`config.mk`:
```
export PLATFORM = sky130hd
export DESIGN_NAME = bcd_to_xs3_seq
export DESIGN_NICKNAME = d
export VERILOG_FILES = /design/src/rtl/bcd_to_xs3_seq.sv
export SDC_FILE = /design/constraint.sdc
export NUM_CORES = 1
export LEC_CHECK = 0
export BUFFER_PORTS_ARGS = -buffer_cell sky130_fd_sc_hd__buf_2
export CORE_MARGIN = 2
export CORE_UTILIZATION = 40
export DETAILED_ROUTE_END_ITERATION = 8
export GPL_ROUTABILITY_DRIVEN = 0
export MAX_ROUTING_LAYER = met4
export REMOVE_ABC_BUFFERS = 1
export SLEW_MARGIN = 25
export SYNTH_ARGS = -nofsm -noshare
export SYNTH_HDL_FRONTEND = slang
export SYNTH_SLANG_ARGS = --single-unit
```
`constraint.sdc`:
```
create_clock -name clk -period 2.8 [get_ports clk]
set_input_delay 0.28 -clock clk [delete_from_list [all_inputs] [get_ports clk]]
set_output_delay 0.28 -clock clk [all_outputs]
set_load 0.005 [all_outputs]
```
`src/rtl/bcd_to_xs3_seq.sv`:
```
// bcd_to_xs3_seq: sequential multi-digit BCD-to-Excess-3 encoder.
//
// One packed BCD word is taken per valid/ready handshake, converted one digit per clock
// (least-significant digit first, xs3 = d + 3), then the result is held until the sink
// accepts it. Digits above 9 encode as 4'h0 and set their bit in err_mask.
//
// Ports:
//   clk        in   rising-edge clock
//   rst        in   asynchronous active-high reset
//   in_valid   in   in_bcd holds a word to convert
//   in_ready   out  block accepts a word this cycle (IDLE only)
//   in_bcd     in   packed BCD, digit i = in_bcd[4i+3:4i]
//   out_valid  out  out_xs3 / err_mask / out_err are valid (DONE)
//   out_ready  in   sink accepts the result this cycle
//   out_xs3    out  packed Excess-3 result, same digit order
//   err_mask   out  bit i set: input digit i was > 9
//   out_err    out  OR of err_mask
//   busy       out  high while converting or holding a result
module bcd_to_xs3_seq #(
    parameter int unsigned DIGITS = 4
) (
    input  logic                  clk,
    input  logic                  rst,
    input  logic                  in_valid,
    output logic                  in_ready,
    input  logic [4*DIGITS-1:0]   in_bcd,
    output logic                  out_valid,
    input  logic                  out_ready,
    output logic [4*DIGITS-1:0]   out_xs3,
    output logic [DIGITS-1:0]     err_mask,
    output logic                  out_err,
    output logic                  busy
);

    localparam int unsigned CntW = (DIGITS > 1) ? $clog2(DIGITS) : 1;

    typedef enum logic [1:0] {
        StIdle,
        StConv,
        StDone
    } state_e;

    state_e                 state_q;
    logic [CntW-1:0]        cnt_q;
    logic [4*DIGITS-1:0]    src_q;
    logic [4*DIGITS-1:0]    xs3_q, xs3_d;
    logic [DIGITS-1:0]      mask_q, mask_d;
    logic                   err_q;
    logic                   in_ready_q;
    logic                   out_valid_q;
    logic                   busy_q;

    logic [3:0]             cur_digit;
    logic [3:0]             cur_xs3;
    logic                   digit_bad;

    // Convert the digit selected by the counter and merge it into the result slot.
    always_comb begin
        cur_digit = '0;
        for (int i = 0; i < DIGITS; i++) begin
            if (cnt_q == CntW'(i)) begin
                cur_digit = src_q[4*i +: 4];
            end
        end
        digit_bad = (cur_digit > 4'd9);
        cur_xs3   = digit_bad ? 4'h0 : (cur_digit + 4'd3);

        xs3_d  = xs3_q;
        mask_d = mask_q;
        for (int i = 0; i < DIGITS; i++) begin
            if (cnt_q == CntW'(i)) begin
                xs3_d[4*i +: 4] = cur_xs3;
                mask_d[i]       = digit_bad;
            end
        end
    end

    always_ff @(posedge clk or posedge rst) begin
        if (rst) begin
            state_q     <= StIdle;
            cnt_q       <= '0;
            src_q       <= '0;
            xs3_q       <= '0;
            mask_q      <= '0;
            err_q       <= 1'b0;
            in_ready_q  <= 1'b1;
            out_valid_q <= 1'b0;
            busy_q      <= 1'b0;
        end else begin
            unique case (state_q)
                StIdle: begin
                    if (in_valid) begin
                        src_q      <= in_bcd;
                        xs3_q      <= '0;
                        mask_q     <= '0;
                        err_q      <= 1'b0;
                        cnt_q      <= '0;
                        in_ready_q <= 1'b0;
                        busy_q     <= 1'b1;
                        state_q    <= StConv;
                    end
                end
                StConv: begin
                    xs3_q  <= xs3_d;
                    mask_q <= mask_d;
                    // Flag tracks the mask written on the same edge.
                    err_q  <= |mask_d;
                    if (cnt_q == CntW'(DIGITS - 1)) begin
                        cnt_q       <= '0;
                        out_valid_q <= 1'b1;
                        state_q     <= StDone;
                    end else begin
                        cnt_q <= cnt_q + CntW'(1);
                    end
                end
                StDone: begin
                    if (out_ready) begin
                        out_valid_q <= 1'b0;
                        busy_q      <= 1'b0;
                        in_ready_q  <= 1'b1;
                        state_q     <= StIdle;
                    end
                end
                default: begin
                    state_q     <= StIdle;
                    in_ready_q  <= 1'b1;
                    out_valid_q <= 1'b0;
                    busy_q      <= 1'b0;
                end
            endcase
        end
    end

    assign in_ready  = in_ready_q;
    assign out_valid = out_valid_q;
    assign out_xs3   = xs3_q;
    assign err_mask  = mask_q;
    assign out_err   = err_q;
    assign busy      = busy_q;

endmodule
```
Word level (Yosys, flattened, before mapping)
Index checks and enable logic that the tools add are counted.
{"block": "classes", "n_mux": 33, "reduce_logical": 13, "n_addsub": 2, "n_eq_ne": 11, "order_cmp": 1, "n_bitwise": 2}
{"cell": "2-to-1 mux 4 bit", "n": 10}
{"cell": "one-hot mux 16 bit (2 select lines)", "n": 1}
{"cell": "AND reduction 3 bit", "n": 7}
{"cell": "2-to-1 mux 16 bit", "n": 1}
{"cell": "inequality test 2 bit (second input constant)", "n": 6}
{"cell": "2-to-1 mux 2 bit", "n": 5}
{"cell": "2-to-1 mux 1 bit", "n": 9}
{"cell": "one-hot mux 1 bit (3 select lines)", "n": 3}
{"cell": "one-hot mux 4 bit (2 select lines)", "n": 1}
{"cell": "equality test 2 bit (second input constant)", "n": 3}
{"cell": "one-hot mux 2 bit (3 select lines)", "n": 1}
{"cell": "adder 4 x 2 -> 4 bit (second input constant)", "n": 1}
{"cell": "equality test 2 x 1 -> 1 bit (second input constant)", "n": 2}
{"cell": "greater-than comparator 4 bit (second input constant)", "n": 1}
{"cell": "zero test 2 bit", "n": 2}
{"cell": "one-hot mux 2 bit (2 select lines)", "n": 1}
{"cell": "AND reduction 2 bit", "n": 2}
{"cell": "OR reduction 4 bit", "n": 1}
{"cell": "adder 2 x 1 -> 2 bit (second input constant)", "n": 1}
{"cell": "NOT 1 bit", "n": 2}
{"cell": "one-hot mux 1 bit (2 select lines)", "n": 1}
{"cell": "nonzero test 2 bit", "n": 1}
{"block": "totals", "out_inout_bits": 24, "input_bits": 20, "ff_bits": 44, "elab_cells": 74}

Logic depth before layout (Yosys ltp)
{"block": "depth", "ltp_word": 9, "mapped_depth": 12, "mapped_depth_nobuf": 10}

Least setup slack after synthesis
Ideal clock, no wire load.
{"block": "synth_timing", "path_type": "reg2reg", "startpoint": "register cnt_q[0]", "endpoint": "register xs3_q[4], in the netlist out_xs3[4]", "path_stages_with_launch": 12, "arrival_ns": 2.415, "setup_slack_ns": 0.248, "path_buffers": 3, "required_time_ns": 2.664, "setup_ns": 0.136, "synth_period_minus_slack_ns": 2.552, "path_cell_list": "dfrtp_1 -> ha_1 -> buf_6 -> buf_2 -> a221oi_1 -> inv_1 -> ha_1 -> nor2_1 -> nor2_1 -> a22oi_4 -> buf_6 -> o31ai_1"}
{"block": "synth_between", "elab_chain_cells": 9}
{"item": "start, declared", "line": "44", "text": "logic [CntW-1:0] cnt_q;"}
{"item": "start signal, assigned", "line": "113", "text": "cnt_q <= cnt_q + CntW'(1);"}
{"item": "zero test 2 bit", "line": "61", "text": "if (cnt_q == CntW'(i)) begin"}
{"item": "2-to-1 mux 4 bit (4 in series)", "line": "61"}
{"item": "adder 4 x 2 -> 4 bit or greater-than comparator 4 bit (tied branches)", "line": "66, 65"}
{"item": "2-to-1 mux 4 bit", "line": "66", "text": "cur_xs3 = digit_bad ? 4'h0 : (cur_digit + 4'd3);"}
{"item": "2-to-1 mux 4 bit", "line": "71", "text": "if (cnt_q == CntW'(i)) begin"}
{"item": "one-hot mux 16 bit (2 select lines)", "line": "90", "text": "unique case (state_q)"}
{"item": "end signal, assigned", "line": "104", "text": "xs3_q <= xs3_d;"}
{"item": "end, declared", "line": "46", "text": "logic [4*DIGITS-1:0] xs3_q, xs3_d;"}
Several ways; a longest one is shown, not always the timed one. The select of a mux whose other input is x is not followed.
A chain may end at the register's enable or synchronous reset.

Worst setup path in the final report
{"block": "layout_timing", "startpoint": "register cnt_q[0]", "endpoint": "register xs3_q[2], in the netlist out_xs3[2]"}
{"block": "layout_between", "elab_chain_cells": 9}
{"item": "zero test 2 bit", "line": "61, 71"}
{"item": "2-to-1 mux 4 bit (4 in series)", "line": "61"}
{"item": "adder 4 x 2 -> 4 bit or greater-than comparator 4 bit (tied branches)", "line": "66, 65"}
{"item": "2-to-1 mux 4 bit", "line": "66"}
{"item": "2-to-1 mux 4 bit", "line": "71"}
{"item": "one-hot mux 16 bit (2 select lines)", "line": "90"}
Several ways; a longest one is shown, not always the timed one. The select of a mux whose other input is x is not followed.

==> results.sh <==
export IMPL_avgRoutedWirePerCell_um=14.72
export IMPL_skew_ns=0.006084
export IMPL_clk_path_buf_depth=2
export IMPL_power_w=0.003554
export IMPL_period_share_pct=90.96
export IMPL_ys_ff_latch=44
export IMPL_hold_ws_ns=0.01672
export IMPL_ys_types=48
export IMPL_post_dp_hpwl_mm=3.479
export IMPL_most_common_layout_cells="43 x dfrtp_1, 43 x buf_2, 27 x nand2_1"
export IMPL_maxSlewHeadroom_pct=62.17
export IMPL_pre_cts_ws_ns=0.2374
export IMPL_route_antenna_remaining_nets=0
export IMPL_cts_tree="done"
export IMPL_async_reset_ff_share_pct=100.0
export IMPL_crit_required_ns=2.98
export IMPL_ys_seq_area_share_pct=48.33
export IMPL_busiest_layer="met2"
export IMPL_port_buffers=43
export IMPL_p_leak_nw=1.257
export IMPL_clk_latency_ns=0.30
export IMPL_gr_total_overflow=0
export IMPL_vias=1636
export IMPL_ctsHoldBuffers=0
export IMPL_clock_sinks=44
export IMPL_die_h_um=79.52
export IMPL_num_nets_final=271
export IMPL_grt_pass1_vias=1630
export IMPL_antenna_found_initial=0
export IMPL_setup_viol=0
export IMPL_min_period_ns=2.547
export IMPL_worstMarginPinSlew_ns=0.5666
export IMPL_use_met2_pct=24.87
export IMPL_io_pins=44
export IMPL_clock_fmax_ghz=0.3926
export IMPL_area_growth_pct=16.79
export IMPL_critPathLaunchType="register"
export IMPL_cts_root_buf="clkbuf_8"
export IMPL_finalHoldViolations=0
export IMPL_die_x_um=79.52
export IMPL_rows=27
export IMPL_initial_core_util_pct=41.42
export IMPL_cts_htree_levels=2
export IMPL_synth_edff_count=0
export IMPL_first_pass_iters=4
export IMPL_p_per_area_mw_per_mm2=1334
export IMPL_drt_wl_total_mm=4.681
export IMPL_core_area_sq_mm=0.005507
export IMPL_numCtsBuffers=5
export IMPL_min_path_type="in -> async"
export IMPL_path_class="reg -> reg"
export IMPL_antenna_cells=0
export IMPL_viasPerCell=5.145
export IMPL_syn_avg_cell_area_sq_um=11.29
export IMPL_grt_pass1_wl_mm=7.935
export IMPL_grt_max_degree=28
export IMPL_cts_clk_slew_worst_paths_ns=0.09
export IMPL_drc=0
export IMPL_cp_data_arrival_time_ns=2.72
export IMPL_critPathMaxFanout=12
export IMPL_synth_main_ff_cell="dfrtp_1"
export IMPL_grt_met1_usage_pct=23.09
export IMPL_dieArea_sq_mm=0.006323
export IMPL_setup_tns_final_ns=0
export IMPL_yosysWarnings=0
export IMPL_maxSlewViolCount=0
export IMPL_outcome="finished clean"
export IMPL_rsz0062_at_grt="no"
export IMPL_drv_cap=0
export IMPL_synthCells=202
export IMPL_drive_above_1_share_pct=32.11
export IMPL_endpoint_kind="register"
export IMPL_ir_drop_v=0.0005221
export IMPL_drt_iter0_drc=82
export IMPL_syn_cell_area_sq_mm=0.002281
export IMPL_gr_usage_all_layers_pct=16.79
export IMPL_setup_slack_ns=0.2531
export IMPL_grt_use_met3_pct=4.186
area by class of cell:
class / count / area [sq um]
clock buffer: 6 / 82.58
inverter: 13 / 48.80
fill: 534 / 2843
multi-input combinational: 130 / 1050
timing repair buffer: 51 / 275.3
sequential: 44 / 1102
clock inverter: 2 / 15.01
tap: 72 / 90.09
layer usage:
| metal | routed length [um] | part of all wire (%) |
|---|---|---|
| met5 | 0 | 0 |
| met4 | 52 | 1.1 |
| met3 | 207 | 4.4 |
| met2 | 2077 | 44 |
| met1 | 2343 | 50 |
through the flow:
stage	instance area, sq um	instances	util, %
final	2664	318	48.38
after global routing	2664	318	48.38
after CTS	2655	318	48.22
after detailed placement	2557	310	46.44
after global placement	2557	310	46.44
after floorplan	2192	187	-
logic make-up (layout without fill, tap and decap cells):
kind of cell | after synthesis | in the layout | synth area share [%]
fa+ha+maj | 6 | 6 | 3.291
buf+inv | 28 | 72 | 6.034
mux | 17 | 17 | 8.173
flops | 44 | 44 | 48.33
xor+xnor | 1 | 1 | 0.7133
compound gates | 51 | 51 | 20.46
simple gates | 55 | 55 | 13.00
sequential cells by signal, summed over array words and instances, names as in the netlist:
signal     cells
busy           1
cnt_q          2
err_mask       4
in_ready       1
out_err        1
out_valid      1
out_xs3       16
src_q         16
state_q        2
worst max-delay path: stages (launching register included):
cell and delay (ns):
dfrtp_1 0.44, ha_1 0.28, nand3b_1 0.22, a221oi_4 0.43, inv_2 0.05, ha_1 0.23, nor2_1 0.19, nor2_1 0.10
a22oi_4 0.34, o31ai_1 0.14
worst paths after layout:
kind | from | endpoint | slack (ns) | cells past startpoint
min reg2reg | out_xs3[10] | out_xs3[10] | 0.47 | 2
max in group asynchronous | rst | out_xs3[14] | 2.13 | 3
max | cnt_q[0] | out_xs3[2] | 0.25 | 9
max reg2reg | cnt_q[0] | out_xs3[2] | 0.25 | 9
min | rst | err_mask[1] | 0.02 | 2
min in group clk | in_bcd[9] | src_q[9] | 0.19 | 2
what timing repair did:
action | 4_1_cts | 5_1_grt
buffers inserted | 0 | 0
setup endpoints to repair | 0 | 8
gates resized for setup | 0 | 2
synthesized netlist by cell type, drive strengths merged (4+ instances only):
library cell,count,area share [%]
or2,4,1.1
o211ai,7,2.5
clkbuf,6,0.99
a21oi,4,0.88
nor2,5,0.82
nand2,27,4.4
a22o,4,1.5
buf,9,2.9
or4,4,1.3
a211oi,4,2.1
mux2,13,6.4
ha,6,3.3
o21ai,6,1.3
o31ai,13,4.9
inv,13,2.1
mux2i,4,1.8
nor2b,5,1.4
dfrtp,43,47
report_power, final:
| group | leakage [nW] | internal (W) | switching [W] | total, W |
|---|---|---|---|---|
| clock | 0.0434 | 0.000200 | 0.000226 | 0.000425 |
| combinational | 0.666 | 0.000860 | 0.00115 | 0.00201 |
| sequential | 0.547 | 0.000915 | 0.000205 | 0.00112 |
(Power assumes the default switching activity.)
